## src/rtl/clk_pkg.sv

```systemverilog
`default_nettype none
// ============================================================================
// Package  : clk_pkg
// Brief    : Shared scaling helper, thresholds and period type for clock blocks.
// Revision : 1.0 - initial release
// ============================================================================
package clk_pkg;

  localparam int CLK_W         = 16;
  localparam int CLK_FP_OFFSET = 2;
  localparam int CLK_PERIOD_W  = 16;

  typedef logic [CLK_PERIOD_W-1:0] period_t;

  function automatic int FROM_MV(input int mv, input int fp = CLK_FP_OFFSET);
    return mv * (1 << fp);
  endfunction

  localparam logic signed [CLK_W-1:0] SCHMITT_HI = CLK_W'(FROM_MV(2000));
  localparam logic signed [CLK_W-1:0] SCHMITT_LO = CLK_W'(FROM_MV(500));
  localparam logic signed [CLK_W-1:0] OUT_HI     = CLK_W'(FROM_MV(5000));
  localparam logic signed [CLK_W-1:0] OUT_LO     = CLK_W'(FROM_MV(0));

endpackage
`default_nettype wire

```

## src/rtl/clkmul_if.sv

```systemverilog
`default_nettype none
// ============================================================================
// Interface : clkmul_if
// Brief     : Sample-rate strobe plus four sample inputs and four sample outputs.
// Revision  : 1.0 - initial release
// ============================================================================
interface clkmul_if #(
  parameter int W = 16
);
  logic                sample_clk;
  logic signed [W-1:0] sample_in0;
  logic signed [W-1:0] sample_in1;
  logic signed [W-1:0] sample_in2;
  logic signed [W-1:0] sample_in3;
  logic signed [W-1:0] sample_out0;
  logic signed [W-1:0] sample_out1;
  logic signed [W-1:0] sample_out2;
  logic signed [W-1:0] sample_out3;

  modport master (
    output sample_clk, sample_in0, sample_in1, sample_in2, sample_in3,
    input  sample_out0, sample_out1, sample_out2, sample_out3
  );

  modport slave (
    input  sample_clk, sample_in0, sample_in1, sample_in2, sample_in3,
    output sample_out0, sample_out1, sample_out2, sample_out3
  );
endinterface
`default_nettype wire

```

## src/rtl/clkmul_schmitt_edge.sv

```systemverilog
`default_nettype none
// ============================================================================
// Module   : schmitt_edge
// Brief    : Tick-qualified hysteresis comparator with a rising-edge pulse.
// Revision : 1.0 - initial release
// ============================================================================
module schmitt_edge
  import clk_pkg::*;
#(
  parameter int                  W  = CLK_W,
  parameter logic signed [W-1:0] HI = SCHMITT_HI,
  parameter logic signed [W-1:0] LO = SCHMITT_LO
) (
  input  logic                clk,
  input  logic                rst_n,
  input  logic                i_tick,
  input  logic signed [W-1:0] i_sample,
  output logic                o_state,
  output logic                o_rise
);

  logic r_state;
  logic w_above;
  logic w_below;

  assign w_above = (i_sample > HI);
  assign w_below = (i_sample < LO);

  always_ff @(posedge clk or negedge rst_n) begin
    if (!rst_n) begin
      r_state <= 1'b0;
    end else if (i_tick) begin
      if (w_above) begin
        r_state <= 1'b1;
      end else if (w_below) begin
        r_state <= 1'b0;
      end
    end
  end

  // Combinational so the owner sees the edge on the same tick it happens.
  assign o_state = r_state;
  assign o_rise  = i_tick & ~r_state & w_above;

endmodule
`default_nettype wire

```

## src/rtl/clkmul.sv

```systemverilog
`default_nettype none
// ============================================================================
// Module   : clkmul
// Brief    : Tempo-locking clock multiplier; regenerates x1/x2/x4 of the clock
//            on sample_in0. Define CLKMUL_X8_EN to make sample_out3 an x8 clock.
// Revision : 1.0 - initial release
// ============================================================================
module clkmul
  import clk_pkg::*;
#(
  parameter int W          = CLK_W,
  parameter int FP_OFFSET  = CLK_FP_OFFSET,
  parameter int PERIOD_W   = CLK_PERIOD_W,
  parameter int MIN_PERIOD = 8
) (
  input  logic       clk,
  input  logic       rst_n,
  clkmul_if.slave    bus
);

`ifdef CLKMUL_X8_EN
  localparam int c_nph = 4;
`else
  localparam int c_nph = 3;
`endif

  localparam logic signed [W-1:0]  c_thr_hi = W'(FROM_MV(2000, FP_OFFSET));
  localparam logic signed [W-1:0]  c_thr_lo = W'(FROM_MV(500, FP_OFFSET));
  localparam logic signed [W-1:0]  c_out_hi = W'(FROM_MV(5000, FP_OFFSET));
  localparam logic signed [W-1:0]  c_out_lo = '0;
  localparam logic [PERIOD_W-1:0] c_sat    = '1;
  localparam logic [PERIOD_W-1:0] c_min    = PERIOD_W'(MIN_PERIOD);
  localparam logic [PERIOD_W-1:0] c_two    = PERIOD_W'(2);

  logic [2:0]          r_sclk;
  logic                w_tick;
  logic                w_rise;
  logic                w_schmitt_state;
  logic [PERIOD_W-1:0] r_cnt, r_period;
  logic [PERIOD_W-1:0] w_cnt_inc, w_cnt_nxt, w_period_nxt;
  logic                r_locked, w_locked_nxt;
  logic                w_cnt_sat, w_valid;
  logic [c_nph-1:0]    w_level;
  logic signed [W-1:0] r_out0, r_out1, r_out2, r_out3;
  logic                w_unused;

  assign w_unused = ^{bus.sample_in1, bus.sample_in2, bus.sample_in3, w_schmitt_state};

  always_ff @(posedge clk or negedge rst_n) begin
    if (!rst_n) r_sclk <= '0;
    else        r_sclk <= {r_sclk[1:0], bus.sample_clk};
  end

  assign w_tick = r_sclk[1] & ~r_sclk[2];

  schmitt_edge #(.W(W), .HI(c_thr_hi), .LO(c_thr_lo)) u_schmitt (
    .clk      (clk),
    .rst_n    (rst_n),
    .i_tick   (w_tick),
    .i_sample (bus.sample_in0),
    .o_state  (w_schmitt_state),
    .o_rise   (w_rise)
  );

  // w_cnt_inc counts the current sample, so edges 64 samples apart measure 64.
  // An edge arriving from saturation only re-arms the measurement.
  always_comb begin
    w_cnt_sat    = (r_cnt == c_sat);
    w_cnt_inc    = w_cnt_sat ? r_cnt : r_cnt + 1'b1;
    w_valid      = w_rise && (w_cnt_inc >= c_min);
    w_cnt_nxt    = r_cnt;
    w_period_nxt = r_period;
    w_locked_nxt = r_locked;
    if (w_valid) begin
      w_cnt_nxt    = '0;
      w_period_nxt = w_cnt_inc;
      w_locked_nxt = (w_cnt_inc != c_sat);
    end else if (w_tick) begin
      w_cnt_nxt = w_cnt_inc;
      if (w_cnt_inc == c_sat) w_locked_nxt = 1'b0;
    end
  end

  always_ff @(posedge clk or negedge rst_n) begin
    if (!rst_n) begin
      r_cnt    <= c_sat;
      r_period <= '0;
      r_locked <= 1'b0;
    end else begin
      r_cnt    <= w_cnt_nxt;
      r_period <= w_period_nxt;
      r_locked <= w_locked_nxt;
    end
  end

  for (genvar g = 0; g < c_nph; g++) begin : g_phase
    logic [PERIOD_W-1:0] r_phase, w_phase_nxt, w_div, w_div_nxt;
    logic                w_enable;

    assign w_div     = r_period >> g;
    assign w_div_nxt = w_period_nxt >> g;
    // x2/x4 are judged on P4 and x8 on P8; too-short dividers hold the output LO.
    assign w_enable  = (g == 0) || ((w_period_nxt >> ((g == 3) ? 3 : 2)) >= c_two);

    always_comb begin
      w_phase_nxt = r_phase;
      if (w_valid) begin
        w_phase_nxt = '0;
      end else if (w_tick) begin
        if ((w_div == '0) || (r_phase >= w_div - 1'b1)) w_phase_nxt = '0;
        else                                           w_phase_nxt = r_phase + 1'b1;
      end
    end

    always_ff @(posedge clk or negedge rst_n) begin
      if (!rst_n) r_phase <= '0;
      else        r_phase <= w_phase_nxt;
    end

    assign w_level[g] = w_enable && (w_phase_nxt < (w_div_nxt >> 1));
  end

  always_ff @(posedge clk or negedge rst_n) begin
    if (!rst_n) begin
      r_out0 <= c_out_lo;
      r_out1 <= c_out_lo;
      r_out2 <= c_out_lo;
      r_out3 <= c_out_lo;
    end else begin
      r_out0 <= (w_locked_nxt && w_level[0]) ? c_out_hi : c_out_lo;
      r_out1 <= (w_locked_nxt && w_level[1]) ? c_out_hi : c_out_lo;
      r_out2 <= (w_locked_nxt && w_level[2]) ? c_out_hi : c_out_lo;
`ifdef CLKMUL_X8_EN
      r_out3 <= (w_locked_nxt && w_level[3]) ? c_out_hi : c_out_lo;
`else
      r_out3 <= w_locked_nxt ? c_out_hi : c_out_lo;
`endif
    end
  end

  assign bus.sample_out0 = r_out0;
  assign bus.sample_out1 = r_out1;
  assign bus.sample_out2 = r_out2;
  assign bus.sample_out3 = r_out3;

endmodule
`default_nettype wire
```

## src/flat_wrapper.sv

```systemverilog
// flat-port wrapper written by rule: the top's interface ports become plain ports
module clkmul_flat import clk_pkg::*;
#(
  parameter int W          = CLK_W,
  parameter int FP_OFFSET  = CLK_FP_OFFSET,
  parameter int PERIOD_W   = CLK_PERIOD_W,
  parameter int MIN_PERIOD = 8
)
  (clk, rst_n, bus_sample_clk, bus_sample_in0, bus_sample_in1, bus_sample_in2, bus_sample_in3, bus_sample_out0, bus_sample_out1, bus_sample_out2, bus_sample_out3);
  clkmul_if #(.W(W)) bus_i ();
  input  logic clk;
  input  logic rst_n;
  input wire logic [$bits(bus_i.sample_clk)-1:0] bus_sample_clk;
  input wire logic [$bits(bus_i.sample_in0)-1:0] bus_sample_in0;
  input wire logic [$bits(bus_i.sample_in1)-1:0] bus_sample_in1;
  input wire logic [$bits(bus_i.sample_in2)-1:0] bus_sample_in2;
  input wire logic [$bits(bus_i.sample_in3)-1:0] bus_sample_in3;
  output wire logic [$bits(bus_i.sample_out0)-1:0] bus_sample_out0;
  output wire logic [$bits(bus_i.sample_out1)-1:0] bus_sample_out1;
  output wire logic [$bits(bus_i.sample_out2)-1:0] bus_sample_out2;
  output wire logic [$bits(bus_i.sample_out3)-1:0] bus_sample_out3;
  assign bus_i.sample_clk = bus_sample_clk;
  assign bus_i.sample_in0 = bus_sample_in0;
  assign bus_i.sample_in1 = bus_sample_in1;
  assign bus_i.sample_in2 = bus_sample_in2;
  assign bus_i.sample_in3 = bus_sample_in3;
  assign bus_sample_out0 = bus_i.sample_out0;
  assign bus_sample_out1 = bus_i.sample_out1;
  assign bus_sample_out2 = bus_i.sample_out2;
  assign bus_sample_out3 = bus_i.sample_out3;
  clkmul #(.W(W), .FP_OFFSET(FP_OFFSET), .PERIOD_W(PERIOD_W), .MIN_PERIOD(MIN_PERIOD)) u_core (.clk(clk), .rst_n(rst_n), .bus(bus_i));
endmodule
```

## config.mk

```make
export PLATFORM = sky130hd
export DESIGN_NAME = clkmul_flat
export DESIGN_NICKNAME = d
export VERILOG_FILES = /design/src/rtl/clk_pkg.sv /design/src/rtl/clkmul_if.sv /design/src/rtl/clkmul_schmitt_edge.sv /design/src/rtl/clkmul.sv /design/src/flat_wrapper.sv
export SDC_FILE = /design/constraint.sdc
export NUM_CORES = 1
export LEC_CHECK = 0
export ABC_AREA = 1
export BUFFER_PORTS_ARGS = -buffer_cell sky130_fd_sc_hd__buf_2
export CAP_MARGIN = 20
export CELL_PAD_IN_SITES_DETAIL_PLACEMENT = 1
export CELL_PAD_IN_SITES_GLOBAL_PLACEMENT = 2
export CORE_AREA = 2 2 179 137
export CTS_CLUSTER_SIZE = 12
export DETAILED_ROUTE_END_ITERATION = 16
export DIE_AREA = 0 0 181 139
export HOLD_SLACK_MARGIN = 0.06
export PLACE_DENSITY = 0.93
export SYNTH_ARGS = -nofsm -noshare
export SYNTH_HDL_FRONTEND = slang
export SYNTH_SLANG_ARGS = --single-unit
export TNS_END_PERCENT = 20
```

## constraint.sdc

```tcl
create_clock -name clk -period 10 [get_ports clk]
set_clock_uncertainty 0.1 [all_clocks]
set_input_delay 1 -clock clk [delete_from_list [all_inputs] [get_ports clk]]
set_output_delay 1 -clock clk [all_outputs]
set_load 0.01 [all_outputs]
```

==> reports/qor.txt <==
================================================================================
Cells resized by post-CTS repair                                               0
Register-to-register setup slack                                         4.65 ns
Adder and majority cell fraction of the synthesized area                   15.0%
Flip-flop cell with the highest count after synthesis               sky130_fd_sc_hd__dfrtp_1
Hold-fix buffers, CTS                                                          0
Library cells used by synthesis                                               46
Share of the synthesized area in the top cell type                         22.2%
Worst EP required                                                       10.18 ns
Simple-gate share of the synthesized area                                  29.7%
Multiplexer area fraction after synthesis                                     0%
Worst setup SP type                                                     register
Number of enable flip-flop cells after synthesis                               0
Final wirelength                                                         24.9 mm
Sequential fraction of the synthesis area                                  27.4%
Setup crit start                                                    u_core.g_phase[0].w_div[2]
Worst Path Class, Setup                                             register to register
Area overhead of the layout relative to synthesis                          6.17%
CP max FO                                                                     15
Pin count of the biggest net entering global routing                          51
CP endpoint kind                                                        register
Starting density of the core                                               34.4%
Post-Route Utilization                                                     36.6%
DRC violations left                                                            0
Total global routing overflow                                                  0
Overall die height                                                        139 um
Wire length of the first global-routing pass                             40.0 mm
Multi-input gate area in the final layout                               4940 um2
Setup bufs post-CTS                                                            0
GR Util All Layers                                                         20.4%
Overall die area                                                       25200 um2
Final critical path time including I/O delays and setup                  5.35 ns
Hold Path Class                                                     register to register
Die Width                                                                 181 um
Routed vias                                                                 7181
Ratio of cells with drive above 1 in the final layout                      9.62%
Synthesized area per cell                                               7.16 um2
Largest family of logic cells by synthesized area                   simple AND/OR/NAND/NOR gates
Via-to-Cell Ratio                                                           4.92
Synth Area in Compound Gates                                               8.24%
Synth area leader                                                   sky130_fd_sc_hd__dfrtp_1
Post-route setup TNS                                                        0 ns
Max Cap Violations                                                             0
Area share of xor/xnor cells in the synthesized design                     5.94%
Cell types with the largest area share after synthesis              sky130_fd_sc_hd__dfrtp_1, sky130_fd_sc_hd__ha_1, sky130_fd_sc_hd__nand2_1
Flops & latches, synth                                                        88
Placement row count                                                           49
Static leakage                                                           4.38 nW
CTS Buf Count                                                                  9
Syn Std Cell Area                                                       8110 um2
Ranking of synthesized cells by instance count                      sky130_fd_sc_hd__nand2_1, sky130_fd_sc_hd__inv_1, sky130_fd_sc_hd__nor2_1
Ratio of total power to cell area                                     223 nW/um2
Final estimated routing congestion in global placement                      1.04
Diode insertion count for antenna repair                                       0
Top achievable clock speed                                               187 MHz
Top-Level Pins                                                               131
Per-cell routed wire length                                              17.0 um
Vias in the first global route                                              7243
Run status                                                          finished, final reports clean
Max Slew Vio Count                                                             0
Launching point of the worst reg2reg path                           u_core.g_phase[0].w_div[2]
Cell with the most instances after synthesis                        sky130_fd_sc_hd__nand2_1
Clock net sink count                                                          88
Last element of the critical path                                   u_core.bus.sample_out1[11]
Unrepaired setup endpoints after global routing                            false
Post-route ant nets                                                            0
Share of the cycle needed by the critical path after routing               53.5%
Count of final setup violators                                                 0
Hold Vio Cnt, Final                                                            0
Clk pin slew, worst setup/hold paths                                     0.07 ns
Detailed placer's ending HPWL                                            19.8 mm
Syn Inst Count                                                              1132
Number of antenna violations at the first check in global routing              0
Area taken by flip-flops and latches                                    2220 um2
Worst Reg-to-Reg Cells                                                        26
Buffers from clock root to sink, at most                                       2
Share of async-settable or async-resettable flops after synthesis           100%
Clock tree from TritonCTS                                                    yes
Worst relative slew slack                                                  35.4%
Count of yosys warnings during synthesis                                       0
Core Area                                                              23500 um2
Worst IR drop on VDD                                                    0.109 mV
Maximum level of the CTS H-tree                                                3
Capture point of the worst reg-to-reg path                          u_core.bus.sample_out1[11]
Arrival @ worst endpoint                                                 5.53 ns
Worst-Skew Late Latency                                                  0.37 ns
Final #Nets                                                                 1313
Violation count after the first detailed-route iteration                     387
Number of filler instances in the final layout                              3016
Number of iterations in the first detailed-routing pass                        4
Slew at the pin closest to its max-slew limit                           0.963 ns
Number of port buffers                                                        38
Root Buffer Master                                                  sky130_fd_sc_hd__clkbuf_16
================================================================================
==> how the worst min path moves through the flow <==
stage | from | to | slack, ns | cells past startpoint
2_1_floorplan | u_core.r_sclk[0] | u_core.r_sclk[1] | 0.23 | 0
3_3_place_gp | u_core.r_sclk[0] | u_core.r_sclk[1] | 0.24 | 0
3_5_place_dp | u_core.r_sclk[0] | u_core.r_sclk[1] | 0.24 | 0
4_1_cts | u_core.r_sclk[0] | u_core.r_sclk[1] | 0.25 | 0
5_1_grt | u_core.r_sclk[0] | u_core.r_sclk[1] | 0.28 | 0
6_report | u_core.r_sclk[0] | u_core.r_sclk[1] | 0.25 | 0
==> cell usage in the layout, fill, tap and decap left out, drive strengths merged, types with 3 or more instances in the layout <==
cell type    n
nor3b       14
nand3       69
xor2        50
nand3b       3
nor2       144
a31oi        3
nor3        25
o21ai       45
clkbuf      10
conb        44
nand2      255
or2          5
clkinv       4
nor4         4
ha          97
a21oi       53
buf         40
dfstp       16
inv        149
xnor2        5
o21bai       3
a211oi       6
dfrtp       72
nand4       26
==> state kept, by name, summed over array words and instances, names as in the netlist <==
name	count
u_core.r_sclk	3
u_core.bus.sample_out2	1
u_core.bus.sample_out1	1
u_core.r_cnt	16
u_core.g_phase.r_phase	48
u_core.bus.sample_out3	1
u_core.g_phase.w_div	16
u_core.u_schmitt.o_state	1
u_core.bus.sample_out0	1
==> report_power, final <==
group          internal (W)  leakage (nW)  switching [W]  total (W)
Combinational      0.000349          3.13       0.000680    0.00103
Clock              0.000179         0.140       0.000168   0.000347
Sequential         0.000435          1.10       0.000107   0.000541
Total              0.000962          4.38       0.000954    0.00192
==> worst max-delay path: stages, from the launching register on <==
cell and delay [ns]:
sky130_fd_sc_hd__dfrtp_1 0.49, sky130_fd_sc_hd__inv_1 0.22, sky130_fd_sc_hd__ha_1 0.28, sky130_fd_sc_hd__nand3_1 0.32, sky130_fd_sc_hd__nor2_1 0.37, sky130_fd_sc_hd__nand3_1 0.16
sky130_fd_sc_hd__nor2_1 0.14, sky130_fd_sc_hd__xor2_1 0.15, sky130_fd_sc_hd__inv_1 0.06, sky130_fd_sc_hd__ha_1 0.28, sky130_fd_sc_hd__a21oi_1 0.15, sky130_fd_sc_hd__o21ai_0 0.09
sky130_fd_sc_hd__a21oi_1 0.17, sky130_fd_sc_hd__nand4_1 0.13, sky130_fd_sc_hd__nand2_1 0.13, sky130_fd_sc_hd__inv_1 0.06, sky130_fd_sc_hd__nor2_1 0.20, sky130_fd_sc_hd__inv_1 0.29
sky130_fd_sc_hd__nor3b_1 0.37, sky130_fd_sc_hd__ha_1 0.31, sky130_fd_sc_hd__nand2_1 0.10, sky130_fd_sc_hd__nor2_1 0.05, sky130_fd_sc_hd__a211oi_1 0.17, sky130_fd_sc_hd__o211ai_1 0.13
sky130_fd_sc_hd__inv_1 0.08, sky130_fd_sc_hd__nand3_1 0.11, sky130_fd_sc_hd__a21oi_1 0.13
==> routing by layer <==
layer	up-vias	global-route usage [%]	wire length (um)
met5	-	0	0
met4	0	2.44	108
met3	7	4.86	1390
met2	146	32.7	11000
met1	3425	28.8	12300
li1	3603	-	-
==> final cells by class <==
class | instances | share of cell area (%)
Clock buffer | 10 | 2.78
Clock inverter | 6 | 0.596
Inverter | 148 | 6.48
Multi-Input combinational cell | 862 | 57.5
Sequential cell | 88 | 25.8
Tap cell | 306 | 4.45
Timing Repair Buffer | 40 | 2.41
==> kinds of logic (layout without fill, tap and decap cells) <==
kind of cell    after synthesis  in the layout
xor+xnor                     55             55
fa+ha+maj                    97             97
compound gates              118            118
flops                        88             88
simple gates                548            548
other cells                   1             44
buf+inv                     225            204
==> per-stage QoR <==
step | std cells | setup slack [ns] | power, W | area (um2) | hold slack, ns
finish | 1460 | 4.65 | 0.00192 | 8610 | 0.251
global placement | 1444 | 4.94 | 0.00152 | 8320 | 0.235
CTS | 1460 | 4.72 | 0.00193 | 8610 | 0.254
detailed placement | 1444 | 4.79 | 0.00157 | 8320 | 0.238
global route | 1460 | 4.08 | 0.00210 | 8610 | 0.282
floorplan | 1175 | 6.05 | 0.00126 | 8270 | 0.231
Power figures use the tool's default switching activity.
